## src/rtl/pwm_capture.sv

```systemverilog
// Measures period/high time of an async PWM input between rising edges and derives a duty code.
// Result appears DUTY_W+1 cycles after the closing rise; a rise arriving while the divider is busy is dropped (ovr).
module pwm_capture #(
  parameter int CNT_W  = 16,
  parameter int DUTY_W = 4
) (
  input  logic              clk,
  input  logic              reset,
  input  logic              pwm_in,
  output logic [CNT_W-1:0]  period,
  output logic [CNT_W-1:0]  high_time,
  output logic [DUTY_W-1:0] duty,
  output logic              valid,
  output logic              stuck,
  output logic              ovr
);

  localparam int DC_W = (DUTY_W > 1) ? $clog2(DUTY_W) : 1;

  typedef enum logic {IDLE, MEAS} state_t;

  state_t            state, state_nxt;
  logic              sync1, pwm_s, pwm_p;
  logic              rise;
  logic [CNT_W-1:0]  per_ctr, hi_ctr;
  logic [CNT_W-1:0]  p_lat, h_lat;
  logic [CNT_W:0]    rem, rem_sh, rem_nxt;
  logic [DUTY_W-1:0] q, q_nxt;
  logic [DC_W-1:0]   div_cnt;
  logic              div_busy, div_last, div_free, ge;
  logic              accept, drop, timeout;

  assign rise = pwm_s & ~pwm_p;

  // One restoring-division step; rem < P always, so the shift never loses a set bit.
  assign rem_sh   = rem << 1;
  assign ge       = rem_sh >= {1'b0, p_lat};
  assign rem_nxt  = ge ? (rem_sh - {1'b0, p_lat}) : rem_sh;
  assign q_nxt    = {q[DUTY_W-2:0], ge};
  assign div_last = div_busy && (div_cnt == DC_W'(DUTY_W - 1));
  assign div_free = !div_busy || div_last;

  always_ff @(posedge clk or posedge reset) begin
    if (reset) begin
      sync1 <= 1'b0;
      pwm_s <= 1'b0;
      pwm_p <= 1'b0;
      state <= IDLE;
    end else begin
      sync1 <= pwm_in;
      pwm_s <= sync1;
      pwm_p <= pwm_s;
      state <= state_nxt;
    end
  end

  always_comb begin
    state_nxt = state;
    accept    = 1'b0;
    drop      = 1'b0;
    timeout   = 1'b0;
    case (state)
      IDLE: if (rise) state_nxt = MEAS;
      MEAS: begin
        if (rise) begin
          accept = div_free;
          drop   = !div_free;
        end else if (per_ctr == '1) begin
          timeout   = 1'b1;
          state_nxt = IDLE;
        end
      end
      default: state_nxt = IDLE;
    endcase
  end

  always_ff @(posedge clk or posedge reset) begin
    if (reset) begin
      per_ctr   <= '0;
      hi_ctr    <= '0;
      p_lat     <= '0;
      h_lat     <= '0;
      rem       <= '0;
      q         <= '0;
      div_cnt   <= '0;
      div_busy  <= 1'b0;
      period    <= '0;
      high_time <= '0;
      duty      <= '0;
      valid     <= 1'b0;
      stuck     <= 1'b0;
      ovr       <= 1'b0;
    end else begin
      valid <= 1'b0;
      ovr   <= drop;

      if (rise) begin
        per_ctr <= CNT_W'(1);
        hi_ctr  <= CNT_W'(1);
      end else if (state == MEAS) begin
        per_ctr <= per_ctr + CNT_W'(1);
        hi_ctr  <= hi_ctr + CNT_W'(pwm_s);
      end

      if (div_busy) begin
        rem     <= rem_nxt;
        q       <= q_nxt;
        div_cnt <= div_cnt + DC_W'(1);
      end

      if (div_last) begin
        period    <= p_lat;
        high_time <= h_lat;
        duty      <= q_nxt;
        valid     <= 1'b1;
        stuck     <= 1'b0;
        div_busy  <= 1'b0;
      end

      // Placed after completion so a rise in the completing cycle restarts the divider.
      if (accept) begin
        p_lat    <= per_ctr;
        h_lat    <= hi_ctr;
        rem      <= {1'b0, hi_ctr};
        q        <= '0;
        div_cnt  <= '0;
        div_busy <= 1'b1;
      end

      if (timeout) begin
        div_busy  <= 1'b0;
        period    <= '0;
        high_time <= '0;
        duty      <= {DUTY_W{pwm_s}};
        valid     <= 1'b1;
        stuck     <= 1'b1;
      end
    end
  end

endmodule
```

## config.mk

```make
export PLATFORM = sky130hd
export DESIGN_NAME = pwm_capture
export DESIGN_NICKNAME = d
export VERILOG_FILES = /design/src/rtl/pwm_capture.sv
export SDC_FILE = /design/constraint.sdc
export NUM_CORES = 1
export LEC_CHECK = 0
export CAP_MARGIN = 10
export CORE_MARGIN = 4
export CORE_UTILIZATION = 45
export DETAILED_ROUTE_END_ITERATION = 10
export MAX_ROUTING_LAYER = met4
export PLACE_DENSITY = 0.73
export SYNTH_ARGS = -nofsm -noshare
export SYNTH_HDL_FRONTEND = slang
export SYNTH_SLANG_ARGS = --single-unit
```

## constraint.sdc

```tcl
create_clock -name clk -period 5.35 [get_ports clk]
set_input_delay 1.07 -clock clk [delete_from_list [all_inputs] [get_ports clk]]
set_output_delay 1.07 -clock clk [all_outputs]
set_load 0.005 [all_outputs]
```

==> results of run 1 <==
## power groups by stage
stage | clock (mW) | sequential [mW] | combinational, mW
5_1_grt | 1.24 | 1.34 | 1.78
4_1_cts | 1.19 | 1.31 | 1.59
3_5_place_dp | 0 | 1.33 | 1.57
3_3_place_gp | 0 | 1.32 | 1.53
6_report | 1.17 | 1.32 | 1.60
2_1_floorplan | 0 | 1.29 | 1.25
## synthesized netlist by cell type, types with 12 or more instances
library cell	n	share of area [%]
nor2_1	39	2.3
nand4_1	12	1.2
nor3_1	15	1.2
clkbuf_1	22	1.3
a21oi_1	51	4.0
nand2_1	178	11
inv_1	22	1.3
nand3_1	14	1.1
o21ai_0	40	3.2
xor2_1	23	3.2
ha_1	20	4.0
dfrtp_1	129	51
## worst max path at each step
| stage | from | to | slack (ns) | depth (start not counted) |
|---|---|---|---|---|
| 2_1_floorplan | reset | div_busy | 0.84 | 1 |
| 3_3_place_gp | state | rem[3] | 2.74 | 4 |
| 3_5_place_dp | state | rem[10] | 2.73 | 4 |
| 4_1_cts | state | rem[3] | 2.71 | 4 |
| 5_1_grt | state | rem[10] | 2.44 | 4 |
| 6_report | state | rem[10] | 2.68 | 4 |
## sequential cells by signal, summed over array words and instances (netlist names), 2 cells and up
register,count
q,3
per_ctr,16
hi_ctr,16
duty,4
high_time,16
p_lat,16
period,16
div_cnt,2
rem,16
h_lat,16
## cell families (layout without fill, tap and decap cells)
kind of cell               count (synthesis)  count (layout)  share of synthesized area (%)
xor gates and xnor gates                  33              33                           4.57
muxes                                      4               4                          0.712
and+or+nand+nor                          302             302                           21.3
adders and majority gates                 21              21                           4.27
buffers and inverters                     55             103                           3.68
AOI/OAI and AO/OA                        144             144                           14.4
DFF                                      129             129                           51.0
## layout make-up
type,count,share of cell area [%]
flip-flops and latches,129,43.0
multi-input cells,504,38.3
repair buffers,49,6.44
clock buffers,19,5.91
well taps,180,3.00
clock inverters,13,2.15
inverters,22,1.13
## cell usage in the layout (no fill, tap or decap), drive strengths merged, types with 2 or more instances in the layout
cell / count
nand2: 179
dfrtp: 129
a21oi: 52
o21ai: 45
clkdlybuf4s50: 41
nor2: 40
xor2: 23
inv: 23
nor3: 21
ha: 20
clkbuf: 19
nand3: 14
nand4: 12
or3: 10
xnor2: 10
a31oi: 10
buf: 8
and3: 7
o31ai: 7
nor2b: 6
and2: 5
clkinv: 5
nand2b: 4
clkinvlp: 4
a21o: 4
a22o: 3
o21a: 3
o22ai: 3
mux2i: 3
bufinv: 3
o211ai: 3
a211oi: 3
a221oi: 2
## worst max-delay path: stages (launching register included)
cell      delay, ns
dfrtp_1        0.81
and3_1         0.97
nor2_1         0.38
nand2_2        0.25
o221ai_1       0.12
## stage by stage
step	cells	utilization (%)	cell area [sq um]
2_1_floorplan	688	-	6330
3_3_place_gp	884	49.9	6900
3_5_place_dp	884	49.9	6900
4_1_cts	916	54.2	7500
5_1_grt	916	54.2	7500
6_report	916	54.2	7500
## layer usage
| metal | vias to the layer above | global-route usage (%) | part of all wire [%] |
|---|---|---|---|
| li1 | 2409 | - | - |
| met1 | 2561 | 27.4 | 45 |
| met2 | 125 | 32.0 | 48 |
| met3 | 29 | 3.49 | 4.5 |
| met4 | 0 | 8.52 | 2.5 |
| met5 | - | - | 0 |
==> results.md, run 1 <==
- Status: finished clean
- Sw Pwr: roughly 1.5 mW
- Layout Skew: around 0.0074 ns
- Kind of path behind the tightest hold check: register to register
- Count of cell types in the netlist: between 60 and 70
- Global Route Usage Sum: around a fifth
- Fill count: approximately 1200
- Setup violations, final: 0
- Pint: 2.57 mW
- I/O Buffers: just over 40
- Max IR drop VDD: around 320 uV
- Power Density: about 540 mW/mm^2
- Fmax: roughly 370 MHz
- Detail Route Antenna Nets: 0
- Post-synthesis sequential area ratio: between 50% and 60%
- Relative slew slack: 30.6%
- CP endpoint kind: register
- Clk sinks: ~130
- Final period util: between 40 and 50%
- Setup Buffers After CTS: 0
- Setup repair after global routing missed its margin: false
- First-pass GRT wire length: approximately 26000 um
- Worst setup margin: 2.68 ns
- Syn Inst Count: 688
- Root buffer cell: clkbuf_16
- Hold_sp: sync1
- Die H: roughly 130 um
- Row cnt: 43
- Critical Path AT: between 2 and 3 ns
- Final Max Slew Viols: 0
- Die width: 127 um
- Final hold violations: 0
- Clock Latency Late Sink: between 0.4 and 0.5 ns
- Multi-input logic area: ~0.0029 sq mm
- Reg2Reg Depth: 4
- Layout cell share with drive strength beyond 1: 8.42%
- Combinational Power Share: a little under 40%
- Initial antenna violation count: 0
- Worst reg2reg endpoint: rem[10]
- Ys flop type: dfrtp_1
- Clk buf depth: 2
- YS warnings: 0
- Hold Worst Slack: between 0.3 and 0.4 ns
- Clock network power share: between 20% and 30%
- Overflow after GRT: 0
- Number of remaining DRC errors: 0
- Reg-to-reg startpoint: state
- Final worst path period need: 2.67 ns
- Lkg Pwr: roughly 3.3 nW
- Worst Hold Endpoint: pwm_s
- DP Worst Slack: 2.73 ns
- DIE AREA: roughly 0.016 sq mm
- DRT Pass-1 Iters: 5
- CTS buffer count: 17
- Max Cap Viol: 0
- CP required: between 5 and 6 ns
- Initial Utilization: between 40% and 50%
- Slew @ Worst Pin: 1.04 ns
- Hold path depth: 0
- ANT cells: 0
- Nets: between 700 and 800
- Count of state elements after synthesis: about 130
- Post-synthesis cell area: around 0.0063 sq mm
- Total Neg Setup Slack: 0 ns
- CTS tree: yes
- Number of flops mapped to enable cells by yosys: 0
- R2R setup slack: 2.68 ns
- DP HPWL: about 11000 um
- Wirelength per Cell: 16.6 um
- Post-CTS Resized: 0
- CTS Hold Buffers Added: 0
- GPL Wtd Cong: 0.932
- Avg Inst Size Synth: 9.19 sq um
- Core ar.: between 0.01 and 0.015 sq mm
- Initial DRC Count: ~480
- Synthesized Nets: 712
- Register area: about 0.0032 sq mm
- # IOs: 42
- WL final: between 15000 and 20000 um
- Vias per cell: around 5.6
- Vias in the first global route: 5104
- Clock slew at reported path FFs: roughly 0.06 ns
- Critical path class: register to register
- CP max FO: 26
- Via count: roughly 5000
- Largest net degree at the start of global routing: 81
- Part of the power in registers: between 30% and 40%
- Area grow syn2layout: 18.6%
- Tot Pwr: ~4.1 mW
- Sw frac: 37.1%
- Htree depth: 4
- Async S/R FF share, synth: 100%
- Element type at the critical path start: register
Note: power is estimated with default switching activity, not from simulation.
==> run 2: changes to the inputs <==
--- a/config.mk
+++ b/config.mk
@@ -10,7 +10,7 @@
 export CORE_UTILIZATION = 45
 export DETAILED_ROUTE_END_ITERATION = 10
 export MAX_ROUTING_LAYER = met4
-export PLACE_DENSITY = 0.73
+export PLACE_DENSITY = 0.76
 export SYNTH_ARGS = -nofsm -noshare
 export SYNTH_HDL_FRONTEND = slang
 export SYNTH_SLANG_ARGS = --single-unit
==> constraint.sdc (replaced) <==
create_clock -name clk -period 2.4 [get_ports clk]
set_input_delay 0.48 -clock clk [delete_from_list [all_inputs] [get_ports clk]]
set_output_delay 0.48 -clock clk [all_outputs]
set_load 0.005 [all_outputs]
==> results.md, run 2 (synthesis gave the netlist of run 1 again) <==
- Status: finished clean
- CP max FO: 5
- Worst setup margin: about 0.056 ns
- Clk sinks: between 100 and 150
- Critical path class: register to register
- Detail Route Antenna Nets: 0
- CP max stage delay: 0.41 ns
- DP Worst Slack: about 0.011 ns
- Commonest cells after routing, fill and taps aside: nand2_1 (178), dfrtp_1 (129), a21oi_1 (50)
- CTS tree: yes
- Kind of path behind the tightest hold check: register to register
- Max IR drop VDD: between 800 and 900 uV
- Max Cap Viol: 0
- Post-layout util: approximately 58%
- Initial DRC Count: between 400 and 500
- Via count: approximately 5300
- Final Max Slew Viols: 0
- Core ar.: 0.0138 sq mm
- Lkg Pwr: ~3.5 nW
- I/O Buffers: 41
- ANT cells: 0
- Layout Skew: 0.00708 ns
- Area after DPL: between 0.007 and 0.008 sq mm
- Final worst path period need: approximately 2.3 ns
- DR top layer: met4
- Largest net degree at the start of global routing: 40
- Nets: 785
- Final period util: between 90 and 100%
- Fmax: between 400 and 500 MHz
- Element type at the critical path start: register
- M1 WL: around 7000 um
- CTS buffer count: 17
- Power Density: approximately 1300 mW/mm^2
- Placed Cells: a little over 900
- Setup repair after global routing missed its margin: true
- Critical Path AT: between 2 and 3 ns
- Area grow syn2layout: 26.2%
- DP HPWL: between 10000 and 15000 um
- Root buffer cell: clkbuf_16
- WL final: 16100 um
- GPL Wtd Cong: ~0.96
- Slew @ Worst Pin: between 0.6 and 0.7 ns
- Row cnt: 43
- CP endpoint kind: register
- Tot Pwr: about 10 mW
- Total Neg Setup Slack: 0 ns
- Fill count: approximately 1100
- DIE AREA: ~0.016 sq mm
- Vias in the first global route: ~5300
- Slowest CP cell: dfrtp_1
- DRT Pass-1 Iters: 7
- Die H: ~130 um
- CP Cell Sequence: ha_1 -> nor2b_1 -> o2111ai_2 -> a31oi_4 -> nor3_4 -> a21oi_4 -> buf_4 -> nor3_2 -> o31ai_2
- Layout cell share with drive strength beyond 1: ~16%
- Number of remaining DRC errors: 0
- # IOs: between 40 and 50
- Vias per cell: 5.52
- CP required: between 2 and 3 ns
- Htree depth: 4
- Final hold violations: 0
- Commonest non-fill, non-tap cell in the layout: nand2_1
- First-pass GRT wire length: around 26000 um
- Overflow after GRT: 0
- Hold Worst Slack: 0.355 ns
- Met3 Wirelength: around 820 um
- R2R setup slack: 0.06 ns
- Global Route Usage Sum: a little over a fifth
- Setup violations, final: 0
- Initial Utilization: 45.8%
- Clk buf depth: 2
- Clock slew at reported path FFs: about 0.060 ns
- Post-Layout Cell Count: between 900 and 1000
- Final Cell Area: around 0.008 sq mm
- Met2 Wirelength: around 7800 um
- Wirelength per Cell: ~17 um
- Relative slew slack: around 58%
- Die width: approximately 130 um
- Initial antenna violation count: 0
- Clock Latency Late Sink: ~0.41 ns
run 2: path summary, 6_finish.rpt:
check                      startpoint             to  depth (start not counted)
max reg2reg                    rem[0]         rem[3]                          9
min reg2reg                     sync1          pwm_s                          0
min                             sync1          pwm_s                          0
min in group asynchronous       reset  high_time[13]                          2
max in group asynchronous       reset         rem[6]                          3
max                            rem[0]         rem[3]                          9
run 2: worst max-delay path, delay by kind of cell, from the launching register on:
kind / cells / cell delay (ns)
AO/OA/AOI/OAI: 4 / 0.67
adder cells (fa/ha/maj): 1 / 0.30
buffers and inverters: 1 / 0.16
flip-flops: 1 / 0.41
AND/OR/NAND/NOR: 3 / 0.67
run 2: power by group:
part	total [mW]	switching, mW	internal, mW	leakage (nW)
Combinational	4.37	2.39	1.98	1.52
Clock	2.75	0.910	1.84	0.308
Sequential	2.96	0.370	2.59	1.72
Total	10.1	3.67	6.41	3.54
run 2: routing by layer:
metal	track usage [%]	vias up
li1	-	2492
met1	26.2	2572
met2	33.3	155
met3	5.18	38
met4	8.33	0
met5	-	-
run 2: repair_timing:
item                                   CTS  global route
pin swaps                                2             5
resized for setup                        3            23
setup buffers                            3             4
endpoints found under the hold margin    0             0
setup endpoints to repair                3            18
gates cloned                             1             0
hold buffers                             0             0
run 2: cell type report:
type / instances / area (sq um) / share of cell area, %
Timing Repair Buffer: 86 / 786 / 9.84
Inverter: 22 / 86.3 / 1.08
Sequential cell: 129 / 3230 / 40.4
Clock buffer: 22 / 484 / 6.06
Clock inverter: 9 / 154 / 1.93
Tap cell: 180 / 225 / 2.82
Multi-Input combinational cell: 505 / 3020 / 37.8
